==> src/rtl/key_bounce_gen_if.sv <==
// key_bounce_gen_if
//   Request/response bundle for the bouncing key generator.
//   master : requester side (drives req_valid/req_press, observes the rest)
//   slave  : generator side (key_bounce_gen)
//   Signals:
//     req_valid  request strobe
//     req_press  requested level, 1 = press (key_n low), 0 = release
//     req_ready  generator idle and able to accept a request
//     key_n      raw bouncing key, active-low, idle high
//     busy       burst or settle hold in progress
//     done       one-cycle completion pulse
interface key_bounce_gen_if;
  logic req_valid;
  logic req_press;
  logic req_ready;
  logic key_n;
  logic busy;
  logic done;

  modport master (
    output req_valid, req_press,
    input  req_ready, key_n, busy, done
  );

  modport slave (
    input  req_valid, req_press,
    output req_ready, key_n, busy, done
  );
endinterface

==> src/rtl/key_bounce_gen.sv <==
// key_bounce_gen
//   Produces the raw, bouncing, active-low waveform of a push-button for
//   self-test/loopback of the debounce path. Each accepted request gives one
//   clean first edge, 2*N_BOUNCE pseudo-random bounce toggles, then a settled
//   hold of SETTLE_CYC cycles followed by a one-cycle done pulse.
//   Ports:
//     clk  system clock
//     rst  asynchronous, active-high reset
//     bus  key_bounce_gen_if.slave (req_valid, req_press, req_ready,
//          key_n, busy, done)
module key_bounce_gen #(
  parameter int          N_BOUNCE   = 5,
  parameter int          BOUNCE_W   = 10,
  parameter int          SETTLE_CYC = 240000,
  parameter logic [15:0] LFSR_SEED  = 16'hACE1
) (
  input  logic              clk,
  input  logic              rst,
  key_bounce_gen_if.slave   bus
);

  // An all-zero Galois LFSR would lock up, so a zero seed is promoted to 1.
  localparam logic [15:0] SEED  = (LFSR_SEED == 16'h0000) ? 16'h0001 : LFSR_SEED;
  // One extra bit so the largest interval (2^BOUNCE_W) fits without wrapping.
  localparam int          IVL_W = BOUNCE_W + 1;
  localparam int          SET_W = $clog2(SETTLE_CYC + 1);
  localparam int          TGL_W = (N_BOUNCE < 1) ? 1 : $clog2(2 * N_BOUNCE + 1);

  localparam logic [SET_W-1:0] SETTLE_LD = SET_W'(SETTLE_CYC);
  localparam logic [TGL_W-1:0] TGL_LD    = TGL_W'(2 * N_BOUNCE);

  typedef enum logic [1:0] {
    S_IDLE,
    S_BOUNCE,
    S_SETTLE,
    S_DONE
  } state_t;

  state_t            state_q, state_d;
  logic              key_n_q, key_n_d;
  logic [15:0]       lfsr_q,  lfsr_d;
  logic [IVL_W-1:0]  ivl_q,   ivl_d;
  logic [TGL_W-1:0]  tgl_q,   tgl_d;
  logic [SET_W-1:0]  set_q,   set_d;

  // 16-bit Galois LFSR, right shift, taps 0xB400.
  function automatic logic [15:0] lfsr_next(input logic [15:0] v);
    return v[0] ? ((v >> 1) ^ 16'hB400) : (v >> 1);
  endfunction

  // Bounce interval 1..2^BOUNCE_W taken from the low LFSR bits.
  function automatic logic [IVL_W-1:0] ivl_from(input logic [15:0] v);
    return IVL_W'(v[BOUNCE_W-1:0]) + IVL_W'(1);
  endfunction

  always_ff @(posedge clk or posedge rst) begin
    if (rst) begin
      state_q <= S_IDLE;
      key_n_q <= 1'b1;
      lfsr_q  <= SEED;
      ivl_q   <= '0;
      tgl_q   <= '0;
      set_q   <= '0;
    end else begin
      state_q <= state_d;
      key_n_q <= key_n_d;
      lfsr_q  <= lfsr_d;
      ivl_q   <= ivl_d;
      tgl_q   <= tgl_d;
      set_q   <= set_d;
    end
  end

  always_comb begin
    state_d = state_q;
    key_n_d = key_n_q;
    lfsr_d  = lfsr_q;
    ivl_d   = ivl_q;
    tgl_d   = tgl_q;
    set_d   = set_q;

    case (state_q)
      S_IDLE: begin
        // req_ready is high throughout IDLE, so req_valid alone fires.
        if (bus.req_valid) begin
          if ((!bus.req_press) == key_n_q) begin
            // Already at the requested level: hold only, no edge.
            state_d = S_SETTLE;
            set_d   = SETTLE_LD;
          end else begin
            key_n_d = !bus.req_press;
            if (N_BOUNCE == 0) begin
              state_d = S_SETTLE;
              set_d   = SETTLE_LD;
            end else begin
              tgl_d   = TGL_LD;
              ivl_d   = ivl_from(lfsr_q);
              lfsr_d  = lfsr_next(lfsr_q);
              state_d = S_BOUNCE;
            end
          end
        end
      end

      S_BOUNCE: begin
        // Counter at 1 means this edge is exactly I cycles after the last one.
        if (ivl_q == IVL_W'(1)) begin
          key_n_d = !key_n_q;
          tgl_d   = tgl_q - TGL_W'(1);
          if (tgl_q != TGL_W'(1)) begin
            ivl_d  = ivl_from(lfsr_q);
            lfsr_d = lfsr_next(lfsr_q);
          end else begin
            ivl_d   = '0;
            state_d = S_SETTLE;
            set_d   = SETTLE_LD;
          end
        end else begin
          ivl_d = ivl_q - IVL_W'(1);
        end
      end

      S_SETTLE: begin
        set_d = set_q - SET_W'(1);
        if (set_q == SET_W'(1)) begin
          state_d = S_DONE;
        end
      end

      S_DONE: begin
        state_d = S_IDLE;
      end

      default: begin
        state_d = S_IDLE;
      end
    endcase
  end

  // Status outputs decode state only; key_n comes straight from its flop.
  assign bus.key_n     = key_n_q;
  assign bus.req_ready = (state_q == S_IDLE);
  assign bus.busy      = (state_q == S_BOUNCE) || (state_q == S_SETTLE);
  assign bus.done      = (state_q == S_DONE);

endmodule

==> src/flat_wrapper.sv <==
// flat-port wrapper written by rule: the top's interface ports become plain ports
module key_bounce_gen_flat 
#(
  parameter int          N_BOUNCE   = 5,
  parameter int          BOUNCE_W   = 10,
  parameter int          SETTLE_CYC = 240000,
  parameter logic [15:0] LFSR_SEED  = 16'hACE1
)
  (clk, rst, bus_req_valid, bus_req_press, bus_req_ready, bus_key_n, bus_busy, bus_done);
  key_bounce_gen_if bus_i ();
  input  logic clk;
  input  logic rst;
  input wire logic [$bits(bus_i.req_valid)-1:0] bus_req_valid;
  input wire logic [$bits(bus_i.req_press)-1:0] bus_req_press;
  output wire logic [$bits(bus_i.req_ready)-1:0] bus_req_ready;
  output wire logic [$bits(bus_i.key_n)-1:0] bus_key_n;
  output wire logic [$bits(bus_i.busy)-1:0] bus_busy;
  output wire logic [$bits(bus_i.done)-1:0] bus_done;
  assign bus_i.req_valid = bus_req_valid;
  assign bus_i.req_press = bus_req_press;
  assign bus_req_ready = bus_i.req_ready;
  assign bus_key_n = bus_i.key_n;
  assign bus_busy = bus_i.busy;
  assign bus_done = bus_i.done;
  key_bounce_gen #(.N_BOUNCE(N_BOUNCE), .BOUNCE_W(BOUNCE_W), .SETTLE_CYC(SETTLE_CYC), .LFSR_SEED(LFSR_SEED)) u_core (.clk(clk), .rst(rst), .bus(bus_i));
endmodule
==> config.mk <==
export PLATFORM = sky130hd
export DESIGN_NAME = key_bounce_gen_flat
export DESIGN_NICKNAME = d
export VERILOG_FILES = /design/src/rtl/key_bounce_gen_if.sv /design/src/rtl/key_bounce_gen.sv /design/src/flat_wrapper.sv
export SDC_FILE = /design/constraint.sdc
export NUM_CORES = 1
export LEC_CHECK = 0
export BUFFER_PORTS_ARGS = -buffer_cell sky130_fd_sc_hd__buf_2
export CAP_MARGIN = 5
export CORE_UTILIZATION = 32
export DETAILED_ROUTE_END_ITERATION = 6
export PLACE_DENSITY = 0.59
export SYNTH_ARGS = -nofsm -noshare
export SYNTH_HDL_FRONTEND = slang
export SYNTH_SLANG_ARGS = --single-unit
export TNS_END_PERCENT = 20
==> constraint.sdc <==
create_clock -name clk -period 2.1 [get_ports clk]
set_input_delay 0.105 -clock clk [delete_from_list [all_inputs] [get_ports clk]]
set_output_delay 0.105 -clock clk [all_outputs]
set_load 0.02 [all_outputs]
==> flow_summary.toml <==
[outcome]
status = "finished with violations"
violations = "setup timing"

[clock_network]
clk_latency_ns = 0.31
cts_made_buffers = 5
clk_path_buf_depth = 2
htreeDepth = 2
cts_root_buf = "clkbuf_8"
cts.sinks = 52
cts_tree = "yes"
path_clk_slew_ns = 0.10

[final_layout]
area_delta_synth_final_pct = 22.38
final_area_um2 = 3811
fin_cells = 509
final_nets = 394
layout-drive-gt1-share = 0.2816
antenna_cells = 0

[yosys]
synth.yosys.warnings = 0
syn_nets = 344
synthSimpleGateAreaFrac = 0.2302
synth_compound_gate_area_share = 0.1655
synth_edf_count = 0
synth_cells = 329
synthXorXnorAreaFrac = 0.03937
async_flop_share = 1.000
yosys-mux-area-fraction = 0.06388
synth-seq-cells = 52
ys_seq_area_frac = 0.4215
syn_area_um2 = 3114
yosys_most_used_dff = "dfrtp_1"
synth_top_family_by_area = "simple AND/OR/NAND/NOR gates"
synthAdderAreaFrac = 0.04419
syn_area_per_cell_um2 = 9.466
synth_cell_types = 56

[placed_design]
port_buffers = 7
post_dp_cell_area_um2 = 3631
dp_cells = 497
dp_hpwl_um = 5070
gp_congestion = 0.8935

[setup_path]
worstPathMaxFanout = 6
crit_family = "compound AO/OA/AOI/OAI gates"
worst_path_max_delay_cell = "o41a_1"
start_kind = "flip-flop"
crit_buf_inv = 1
worstPathRequired_ns = 2.29
slowest_delay_ns = 0.51
critical_path_class = "reg2reg"
endpoint_kind = "flip-flop"
cp_cell_sequence = "inv_2, ha_2, or3b_4, o41a_1, nand4b_4, o41ai_2, o21ai_1"
crit_arrival_ns = 2.49

[timing]
clock_skew_ns = 0.007813
drv_slew = 0
fin_ws_ns = -0.2003
max_freq_mhz = 434.7
period_needed_ns = 2.300
slew_headroom = 0.5362
rsz0062_at_grt = "true"
final-hold-violation-count = 0
setup_viol = 26
worstMarginPinSlew_ns = 0.6946
timing.final.crit_share = 1.095

[routing]
drtAntennaViolNets = 0
wl_um = 7043
dr.pass1.iters = 4
route.vias.total = 2644
routedWlPerCell_um = 13.84
viasPerCell = 5.194
drt-initial-drc-count = 146
remaining_drc_errors = 0

[die]
initial_utilization = 0.3339
die_y_um = 100.7
core_area_um2 = 9328
row_count = 35
die_area_um2 = 10130
die_w_um = 100.7
ioPinCount = 8

[pwr]
switching_power_mw = 0.3644
leakagePower_nw = 1.599
pwr-share-seq = 0.579
ir_drop_mv = 0.2481
swShare = 0.2108
power_frac_comb = 0.019
p_int_mw = 1.364
cellPowerDensity_nw_per_um2 = 453.5
clockPowerShare = 0.402

[global_route]
antenna_found_initial = 0
grt_pass1_vias = 2602
grt_pass1_wl_um = 12130
track_usage = 0.1486
overflow = 0
grt_start_max_net_pins = 32

[run]
maxCapViolations = 0

[min_path]
hold_class = "in2reg"
[stage by stage]
step	util	hold slack, ns	setup TNS [ns]	setup slack [ns]	power (mW)
2_1_floorplan	-	0.3278	-0.8453	-0.09438	1.037
3_3_place_gp	0.3893	0.2668	-1.724	-0.1530	1.053
3_5_place_dp	0.3893	0.2641	-2.274	-0.1926	1.053
4_1_cts	0.4054	0.1462	-2.598	-0.1900	1.761
5_1_grt	0.4086	0.1864	-4.915	-0.2800	1.805
6_report	0.4086	0.1524	-2.339	-0.2003	1.728
[final timing paths]
path	from	end	slack [ns]	cells past startpoint
max	u_core.tgl_q[1]$_DFFE_PP0P_	u_core.set_q[8]$_DFFE_PP0P_	-0.20	7
min	bus_req_valid	u_core.tgl_q[2]$_DFFE_PP0P_	0.15	3
max reg2reg	u_core.tgl_q[1]$_DFFE_PP0P_	u_core.set_q[8]$_DFFE_PP0P_	-0.20	7
min reg2reg	u_core.lfsr_q[12]$_DFFE_PP0P_	u_core.lfsr_q[12]$_DFFE_PP0P_	0.49	2
max in group asynchronous	rst	u_core.lfsr_q[10]$_DFFE_PP1P_	1.02	4
min in group asynchronous	rst	u_core.lfsr_q[14]$_DFFE_PP0P_	0.44	3
[repair_timing]
action | CTS | global route
endpoints found under the setup margin | 19 | 43
hold endpoints to repair | 23 | 0
gates resized for setup | 6 | 5
setup buffers | 1 | 2
pin swaps | 2 | 1
hold buffers | 1 | 0
[cell usage in the layout, fill, tap and decap left out, types with 3 or more instances in the layout]
| cell | n |
|---|---|
| dfstp_2 | 9 |
| dfrtp_1 | 42 |
| a31oi_1 | 10 |
| nor3_1 | 15 |
| inv_2 | 3 |
| nor2_1 | 24 |
| a21oi_1 | 6 |
| nand2b_1 | 5 |
| inv_1 | 11 |
| xnor2_1 | 10 |
| clkbuf_8 | 5 |
| nand2_1 | 25 |
| or3_1 | 3 |
| buf_6 | 3 |
| ha_1 | 9 |
| nand3_1 | 14 |
| o21ai_0 | 31 |
| nand4b_1 | 3 |
| o21ai_1 | 9 |
| nor4_1 | 5 |
| and3_1 | 3 |
| nor3b_1 | 5 |
| mux2i_1 | 3 |
| buf_4 | 42 |
| buf_2 | 7 |
| o31ai_1 | 6 |
| xor2_1 | 4 |
| mux2_2 | 15 |
| nand4_1 | 4 |
[worst register-to-register path, cell delays in order (launching register included)]
cell	delay [ns]
dfrtp_1	0.40
inv_2	0.06
ha_2	0.15
or3b_4	0.36
o41a_1	0.51
nand4b_4	0.26
o41ai_2	0.33
o21ai_1	0.10
[cell families after synthesis]
| logic type | after synthesis |
|---|---|
| compound gates | 82 |
| xor+xnor | 14 |
| fa+ha+maj | 11 |
| buf+inv | 26 |
| flops | 52 |
| mux | 18 |
| simple gates | 126 |
[state kept, by name (all words and copies together), names as in the netlist]
name	cells
u_core.bus.key_n	1
u_core.ivl_q	11
u_core.lfsr_q	16
u_core.set_q	18
u_core.state_q	2
u_core.tgl_q	4
[power by group through the flow]
| stage | Sequential (mW) | Combinational [mW] | Clock, mW |
|---|---|---|---|
| 5_1_grt | 1.00 | 0.0376 | 0.766 |
| 3_3_place_gp | 1.02 | 0.0325 | 0 |
| 4_1_cts | 1.00 | 0.0339 | 0.726 |
| 3_5_place_dp | 1.02 | 0.0324 | 0 |
| 6_report | 1.00 | 0.0321 | 0.695 |
| 2_1_floorplan | 1.02 | 0.0166 | 0 |
[per-layer routing]
layer | share of wire | up-vias | GRT usage | wire (um)
li1 | - | 1310 | - | -
met1 | 0.50 | 1284 | 0.2032 | 3547
met2 | 0.45 | 40 | 0.2413 | 3203
met3 | 0.028 | 10 | 0.02635 | 198
met4 | 0.013 | 0 | 0.04125 | 94
met5 | 0 | - | 0 | 0
[synthesized netlist by cell type, types with 2 or more instances]
cell type | number | area [um^2]
dfrtp_1 | 43 | 1076
xnor2_1 | 10 | 87.58
nand2b_1 | 5 | 31.28
o211ai_1 | 2 | 15.01
a22o_1 | 2 | 17.52
inv_1 | 14 | 52.55
a21oi_1 | 6 | 30.03
nand2_1 | 25 | 93.84
o2bb2ai_1 | 2 | 17.52
nor2_1 | 24 | 90.09
and4_1 | 2 | 17.52
dfstp_2 | 9 | 236.5
nor3b_1 | 6 | 45.04
nand3_1 | 14 | 70.07
or2_2 | 2 | 12.51
or4_1 | 2 | 15.01
xor2_1 | 4 | 35.03
o21ai_0 | 34 | 170.2
o311a_1 | 2 | 20.02
nand4b_1 | 3 | 26.28
mux2i_1 | 3 | 30.03
nor3_1 | 16 | 80.08
mux2_2 | 15 | 168.9
and3_1 | 3 | 18.77
nand4_1 | 4 | 25.02
a31oi_1 | 10 | 62.56
o31ai_1 | 7 | 52.55
ha_1 | 11 | 137.6
clkbuf_1 | 10 | 37.54
o21ai_1 | 6 | 30.03
or3_1 | 3 | 18.77
nor4_1 | 6 | 37.54
[area by class of cell]
class                   count  area (um^2)
fillers                   912         5517
multi-input cells         251         1742
flip-flops and latches     52         1314
repair buffers             55        434.2
well taps                 129        161.4
clock buffers               6        72.57
inverters                  14        52.55
clock inverters             2        35.03
Note: power is estimated with default switching activity, not from simulation.
